[src/rtl/chess_pkg.sv]
// Shared definitions for the board validator front end.
//   - Piece encoding: 0 = empty, bit3 = colour (0 white, 1 black),
//     bits[2:0] = kind (1 pawn .. 6 king); kinds 0 and 7 are invalid
//     whenever the code itself is nonzero.
//   - rsp_code_t: reason code returned with every move verdict.
//   - disp_state_t: state encoding of the move dispatcher FSM.
package chess_pkg;

  localparam logic [3:0]  PIECE_EMPTY  = 4'h0;
  localparam int unsigned COLOR_BIT    = 3;

  localparam logic [2:0]  KIND_NONE    = 3'd0;
  localparam logic [2:0]  KIND_PAWN    = 3'd1;
  localparam logic [2:0]  KIND_KNIGHT  = 3'd2;
  localparam logic [2:0]  KIND_BISHOP  = 3'd3;
  localparam logic [2:0]  KIND_ROOK    = 3'd4;
  localparam logic [2:0]  KIND_QUEEN   = 3'd5;
  localparam logic [2:0]  KIND_KING    = 3'd6;
  localparam logic [2:0]  KIND_INVALID = 3'd7;

  typedef enum logic [2:0] {
    OK            = 3'd0,
    ILLEGAL_SHAPE = 3'd1,
    NULL_MOVE     = 3'd2,
    EMPTY_SRC     = 3'd3,
    BAD_PIECE     = 3'd4,
    WRONG_SIDE    = 3'd5,
    SELF_CAPTURE  = 3'd6,
    TIMEOUT       = 3'd7
  } rsp_code_t;

  typedef enum logic [2:0] {
    ST_IDLE     = 3'd0,
    ST_PRECHECK = 3'd1,
    ST_DISPATCH = 3'd2,
    ST_WAIT     = 3'd3,
    ST_RESPOND  = 3'd4
  } disp_state_t;

  function automatic logic [2:0] piece_kind(input logic [3:0] code);
    return code[2:0];
  endfunction

  function automatic logic piece_color(input logic [3:0] code);
    return code[COLOR_BIT];
  endfunction

endpackage

[src/rtl/move_precheck.sv]
// Piece-independent legality pre-checks for one move (purely combinational).
// Ports:
//   board_in      piece codes indexed [y][x]
//   old_x/old_y   source square
//   new_x/new_y   destination square
//   side_to_move  0 = white, 1 = black
//   piece         code on the source square
//   h_delta       |new_x - old_x|
//   v_delta       |new_y - old_y|
//   fail          some pre-check rejected the move
//   fail_code     reason of the highest-precedence failing check
module move_precheck import chess_pkg::*; (
  input  logic [7:0][7:0][3:0] board_in,
  input  logic [2:0]           old_x,
  input  logic [2:0]           old_y,
  input  logic [2:0]           new_x,
  input  logic [2:0]           new_y,
  input  logic                 side_to_move,
  output logic [3:0]           piece,
  output logic [2:0]           h_delta,
  output logic [2:0]           v_delta,
  output logic                 fail,
  output rsp_code_t            fail_code
);

  logic [3:0] dst;

  // Coordinates are widened to a 4-bit signed difference so the magnitude
  // of any on-board distance (0..7) survives truncation back to 3 bits.
  function automatic logic [2:0] abs_delta(input logic [2:0] from_c,
                                           input logic [2:0] to_c);
    logic signed [3:0] diff;
    diff = signed'({1'b0, to_c}) - signed'({1'b0, from_c});
    if (diff < 0) diff = -diff;
    return diff[2:0];
  endfunction

  assign piece   = board_in[old_y][old_x];
  assign dst     = board_in[new_y][new_x];
  assign h_delta = abs_delta(old_x, new_x);
  assign v_delta = abs_delta(old_y, new_y);

  // Checks are ordered by precedence; the first one that trips names the
  // reason, so e.g. an invalid black code moved by white reports BAD_PIECE.
  always_comb begin
    fail      = 1'b1;
    fail_code = OK;
    if ((old_x == new_x) && (old_y == new_y)) begin
      fail_code = NULL_MOVE;
    end else if (piece == PIECE_EMPTY) begin
      fail_code = EMPTY_SRC;
    end else if ((piece_kind(piece) == KIND_NONE) ||
                 (piece_kind(piece) == KIND_INVALID)) begin
      fail_code = BAD_PIECE;
    end else if (piece_color(piece) != side_to_move) begin
      fail_code = WRONG_SIDE;
    end else if ((dst != PIECE_EMPTY) &&
                 (piece_color(dst) == piece_color(piece))) begin
      fail_code = SELF_CAPTURE;
    end else begin
      fail = 1'b0;
    end
  end

endmodule

[src/rtl/move_dispatcher.sv]
// Front-end stage of the board validator. Accepts one move request, runs
// the piece-independent pre-checks, starts the piece-specific shape checker
// and returns one registered legal/illegal verdict with a reason code.
// Parameters:
//   TIMEOUT_CYCLES  max WAIT cycles for chk_done before a TIMEOUT verdict
//   TCNT_W          timeout counter width, 2**TCNT_W > TIMEOUT_CYCLES
// Ports:
//   CLOCK_50, reset_n           clock, asynchronous active-low reset
//   req_valid/req_ready         request handshake
//   req_old_x/y, req_new_x/y    move coordinates, side_to_move colour
//   board_in                    piece codes [y][x], stable until response
//   chk_start                   one-cycle start pulse to the shape checker
//   chk_piece_type, chk_*_x/y   registered piece code and coordinates
//   chk_h_delta, chk_v_delta    registered absolute deltas
//   chk_done, chk_move_valid    checker completion and verdict
//   rsp_valid/rsp_ready         response handshake
//   rsp_legal, rsp_code         verdict and reason code
module move_dispatcher import chess_pkg::*; #(
  parameter int TIMEOUT_CYCLES = 64,
  parameter int TCNT_W         = 7
) (
  input  logic                 CLOCK_50,
  input  logic                 reset_n,
  input  logic                 req_valid,
  output logic                 req_ready,
  input  logic [2:0]           req_old_x,
  input  logic [2:0]           req_old_y,
  input  logic [2:0]           req_new_x,
  input  logic [2:0]           req_new_y,
  input  logic                 side_to_move,
  input  logic [7:0][7:0][3:0] board_in,
  output logic                 chk_start,
  output logic [3:0]           chk_piece_type,
  output logic [2:0]           chk_old_x,
  output logic [2:0]           chk_old_y,
  output logic [2:0]           chk_new_x,
  output logic [2:0]           chk_new_y,
  output logic [2:0]           chk_h_delta,
  output logic [2:0]           chk_v_delta,
  input  logic                 chk_done,
  input  logic                 chk_move_valid,
  output logic                 rsp_valid,
  input  logic                 rsp_ready,
  output logic                 rsp_legal,
  output logic [2:0]           rsp_code
);

  localparam logic [TCNT_W-1:0] TCNT_LAST = TCNT_W'(TIMEOUT_CYCLES - 1);

  disp_state_t       state;
  logic [TCNT_W-1:0] tcnt;

  // Request fields captured at accept.
  logic [2:0]        old_x_p0;
  logic [2:0]        old_y_p0;
  logic [2:0]        new_x_p0;
  logic [2:0]        new_y_p0;
  logic              side_p0;

  logic [3:0]        pc_piece;
  logic [2:0]        pc_h_delta;
  logic [2:0]        pc_v_delta;
  logic              pc_fail;
  rsp_code_t         pc_code;

  move_precheck u_precheck (
    .board_in     (board_in),
    .old_x        (old_x_p0),
    .old_y        (old_y_p0),
    .new_x        (new_x_p0),
    .new_y        (new_y_p0),
    .side_to_move (side_p0),
    .piece        (pc_piece),
    .h_delta      (pc_h_delta),
    .v_delta      (pc_v_delta),
    .fail         (pc_fail),
    .fail_code    (pc_code)
  );

  always_ff @(posedge CLOCK_50 or negedge reset_n) begin
    if (!reset_n) begin
      state          <= ST_IDLE;
      tcnt           <= '0;
      req_ready      <= 1'b1;
      rsp_valid      <= 1'b0;
      rsp_legal      <= 1'b0;
      rsp_code       <= OK;
      chk_start      <= 1'b0;
      chk_piece_type <= '0;
      chk_old_x      <= '0;
      chk_old_y      <= '0;
      chk_new_x      <= '0;
      chk_new_y      <= '0;
      chk_h_delta    <= '0;
      chk_v_delta    <= '0;
      old_x_p0       <= '0;
      old_y_p0       <= '0;
      new_x_p0       <= '0;
      new_y_p0       <= '0;
      side_p0        <= 1'b0;
    end else begin
      chk_start <= 1'b0;
      case (state)
        // accept boundary: coordinates and side enter the _p0 registers
        ST_IDLE: begin
          if (req_valid && req_ready) begin
            old_x_p0  <= req_old_x;
            old_y_p0  <= req_old_y;
            new_x_p0  <= req_new_x;
            new_y_p0  <= req_new_y;
            side_p0   <= side_to_move;
            req_ready <= 1'b0;
            state     <= ST_PRECHECK;
          end
        end

        // pre-check boundary: checker inputs are frozen until next accept
        ST_PRECHECK: begin
          chk_piece_type <= pc_piece;
          chk_old_x      <= old_x_p0;
          chk_old_y      <= old_y_p0;
          chk_new_x      <= new_x_p0;
          chk_new_y      <= new_y_p0;
          chk_h_delta    <= pc_h_delta;
          chk_v_delta    <= pc_v_delta;
          if (pc_fail) begin
            rsp_legal <= 1'b0;
            rsp_code  <= pc_code;
            state     <= ST_RESPOND;
          end else begin
            chk_start <= 1'b1;
            state     <= ST_DISPATCH;
          end
        end

        ST_DISPATCH: begin
          tcnt  <= '0;
          state <= ST_WAIT;
        end

        // checker boundary: chk_done takes priority over an expiring count
        ST_WAIT: begin
          if (chk_done) begin
            rsp_legal <= chk_move_valid;
            rsp_code  <= chk_move_valid ? OK : ILLEGAL_SHAPE;
            rsp_valid <= 1'b1;
            state     <= ST_RESPOND;
          end else if (tcnt == TCNT_LAST) begin
            rsp_legal <= 1'b0;
            rsp_code  <= TIMEOUT;
            rsp_valid <= 1'b1;
            state     <= ST_RESPOND;
          end else begin
            tcnt <= tcnt + TCNT_W'(1);
          end
        end

        // response boundary: a pre-check rejection arrives here with
        // rsp_valid low and presents it one edge later, two edges after
        // accept; checker verdicts arrive with rsp_valid already set.
        ST_RESPOND: begin
          if (!rsp_valid) begin
            rsp_valid <= 1'b1;
          end else if (rsp_ready) begin
            rsp_valid <= 1'b0;
            req_ready <= 1'b1;
            state     <= ST_IDLE;
          end
        end

        default: begin
          req_ready <= 1'b1;
          rsp_valid <= 1'b0;
          state     <= ST_IDLE;
        end
      endcase
    end
  end

endmodule
[config.mk]
export PLATFORM = sky130hd
export DESIGN_NAME = move_dispatcher
export DESIGN_NICKNAME = d
export VERILOG_FILES = /design/src/rtl/chess_pkg.sv /design/src/rtl/move_precheck.sv /design/src/rtl/move_dispatcher.sv
export SDC_FILE = /design/constraint.sdc
export NUM_CORES = 1
export LEC_CHECK = 0
export ABC_AREA = 1
export CORE_MARGIN = 5
export CORE_UTILIZATION = 45
export DETAILED_ROUTE_END_ITERATION = 10
export GPL_TIMING_DRIVEN = 0
export PLACE_DENSITY_LB_ADDON = 0.15
export SLEW_MARGIN = 25
export SYNTH_ARGS = -nofsm -noshare
export SYNTH_HDL_FRONTEND = slang
export SYNTH_SLANG_ARGS = --single-unit
[constraint.sdc]
create_clock -name CLOCK_50 -period 2.71 [get_ports CLOCK_50]
set_input_delay 0.813 -clock CLOCK_50 [delete_from_list [all_inputs] [get_ports CLOCK_50]]
set_output_delay 0.813 -clock CLOCK_50 [all_outputs]
set_load 0.01 [all_outputs]
==> qor.csv <==
metric,value,unit
detail_placement_hpwl,38500,um
clockPowerShare,4.6,%
ctsHoldBuffers,0,
cp-end-kind,flop,
postSynthAreaPerCell,5.21,um2
dominant_combinational_cell_family_by_area_after_synthesis,simple AND/OR/NAND/NOR gates,
layout-drive-gt1-share,8.79,%
ys_types,34,
ctsHtreeMaxLevel,2,
largest_register,tcnt,
sw_share,61.8,%
critical_path.max_fanout,10,
synth_xor_area_share,0.637,%
postSynthRegisterBits,52,
place_congestion,1.08,
number_of_pins_exceeding_their_max_slew_limit_in_the_final_report,0,
drt-vias-per-instance,6.50,
layout_worst_path_cycle_share,101,%
synth_simple_gate_area_share,57.0,%
layout_setup_ws,-0.0348,ns
initial_core_util,45.8,%
syn2layout_area_growth,46.7,%
largest_register_ffs,7,
cts_num_sinks,52,
cp_slowest_stage_delay,0.37,ns
synth_compound_gate_area_share,13.0,%
design.core.area,18000,um2
fp.dieH,145,um
grt.busiest_layer,met2,
drtAntennaViolNets,0,
worst_ir_drop_vdd,0.868,mV
netlist_area,8250,um2
ys_warn_count,0,
routed_wire_length_per_instance,24.9,um
finalSetupViolCount,2,
critical_path.slowest_cell,clkbuf_2,
synth.net_count,1869,
n_antenna_cell,0,
clock_latency,0.30,ns
utilization,67.1,%
die-area,21100,um2
antenna_found_initial,3,
dieWidth,145,um
min_period,2.74,ns
syn-instance-count,1583,
grt_overflow,0,
cts_buffer_depth,2,
violations,setup timing,
met2_usage,70.2,%
fmax,364,MHz
worstPathRequired,2.96,ns
grt_first_pass_wirelength,76800,um
routed-via-count,13835,
power_frac_comb,85.7,%
port_buffers,303,
synthAdderAreaFrac,1.85,%
design.portCount,304,
power.internal,5.46,mW
clk_transition_reported_paths,0.07,ns
final_nets,2185,
timing.critical_path.from_type,flop,
pwr_density_cell,1180,nW/um2
reg.largest.list,"tcnt x7, chk_piece_type x4",
max-slew-margin-rel,48.8,%
share_seq_of_total_power,9.7,%
use_met3,16.4,%
synth-seq-area-share,15.8,%
post_synth_mux_area_share,0,%
drt-pass1-iter-count,6,
p_switching,8.84,mW
async_flop_share,100,%
grt_max_degree,53,
path_common_cell,nand3_1,
cts.root.buffer_cell,clkbuf_16,
grt_use_met1,56.3,%
drt_first_iter_violations,2334,
p_leak,5.94,nW
hold_violations,0,
crit_family,simple AND/OR/NAND/NOR gates,
number_of_global_route_vias_before_repair,13070,
tritoncts_clock_tree,yes,
synth-edff-count,0,
grt_setup_unrepaired,yes,
row_count,49,
yosys_most_used_dff,dfrtp_1,
hold_wc_path_type,flop to flop,
crit_chain,"clkbuf_4, inv_4, clkbuf_2, o21ai_0, nand3_1, nand3_1, nand4_1, nand3_1, nand3_2, nand3_1, nand2_1, nor2_4, o21ai_0, nand2_1, nand2_1",
drt_wl_total,53100,um
clock-skew-final,0.00569,ns
tritoncts_buffer_count,5,
path_class,flop to flop,
crit_arrival,2.99,ns
hold-worst-slack,0.489,ns
critPathBufInv,3,
placedInstanceArea,11600,um2
outcome,"finished, violations left",
max_slew.worst_pin.slew,0.768,ns
drv_cap,0,
drcViolationCount,0,
grt_util_all_layers,46.1,%
final_design_area_no_fill,12100,um2
-- per-layer routing --
metal,up-vias,wire (um)
met2,1539,22100
met4,4,4080
met1,6036,17800
met3,406,9110
met5,-,14
li1,5850,-
-- cells in the mapped netlist, types with 8 or more instances --
cell	count	area share, %
ha_1	9	1.4
dfrtp_1	51	15
buf_2	58	3.5
buf_4	12	1.1
inv_1	80	3.6
a21oi_1	54	3.3
o21ai_0	118	7.2
clkbuf_1	33	1.5
nand2_1	596	27
nor2_1	103	4.7
nand3_1	383	23
o211ai_1	24	2.2
buf_6	8	1.1
-- cell usage in the layout, fill, tap and decap left out, types with 5 or more instances in the layout --
| cell type | n |
|---|---|
| a21oi_1 | 53 |
| buf_2 | 33 |
| buf_4 | 34 |
| buf_6 | 8 |
| clkbuf_1 | 12 |
| clkbuf_16 | 5 |
| clkbuf_2 | 20 |
| clkbuf_4 | 13 |
| clkdlybuf4s50_1 | 281 |
| dfrtp_1 | 50 |
| dlymetal6s2s_1 | 19 |
| ha_1 | 9 |
| inv_1 | 79 |
| nand2_1 | 585 |
| nand2_2 | 11 |
| nand3_1 | 375 |
| nand3_2 | 8 |
| nand4_1 | 6 |
| nor2_1 | 102 |
| nor3_1 | 6 |
| o211ai_1 | 24 |
| o21ai_0 | 108 |
| o21ai_1 | 8 |
-- path summary, 6_finish.rpt --
kind                       slack, ns  cells after the start         startpoint                 to
setup / recovery               -0.03                     15        new_y_p0[0]        rsp_code[2]
hold / removal                  0.49                      2  chk_piece_type[0]  chk_piece_type[0]
setup reg to reg               -0.03                     15        new_y_p0[0]        rsp_code[2]
hold reg to reg                 0.49                      2  chk_piece_type[0]  chk_piece_type[0]
max in group asynchronous       1.67                      1            reset_n        old_x_p0[1]
min in group asynchronous       0.55                      1            reset_n       chk_new_x[1]
-- power groups by stage --
| stage | Clock, mW | Combinational, mW | Sequential [mW] |
|---|---|---|---|
| 5_1_grt | 0.697 | 12.7 | 1.40 |
| 6_report | 0.662 | 12.3 | 1.38 |
| 3_3_place_gp | 0 | 10.5 | 1.32 |
| 3_5_place_dp | 0 | 10.7 | 1.33 |
| 4_1_cts | 0.657 | 10.9 | 1.34 |
| 2_1_floorplan | 0 | 6.44 | 1.38 |
-- through the flow --
step                std cells  setup WS [ns]  setup TNS (ns)  power (mW)
finish                   2129        -0.0348         -0.0425        14.3
floorplan                1583          0.420               0        7.82
global route             2129        -0.0829          -0.246        14.8
CTS                      2124       0.000539               0        12.9
detailed placement       2115         -0.333           -2.32        12.0
global placement         2115         -0.616          -33.26        11.8
-- cell type report --
type	count	area, um2
multi-input combinational	1324	6100
fill	1620	5920
timing repair buffer	310	3130
sequential	52	1300
buffer	118	792
inverter	88	340
tap	229	287
clock buffer	5	125
clock inverter	3	22.5
-- worst min-delay path: stages (launching register included) --
cell	delay, ns
dfrtp_1	0.35
nand2_1	0.05
nand2_1	0.06
-- what timing repair did --
item | CTS | global route
setup buffers | 2 | 5
resized for setup | 35 | 117
pin swaps | 2 | 14
endpoints found under the setup margin | 10 | 10
-- kinds of logic after synthesis --
logic type / Yosys count
xor+xnor: 6
fa+ha+maj: 11
buf+inv: 207
compound gates: 200
simple gates: 1107
flops: 52
Note: power is estimated with default switching activity, not from simulation.
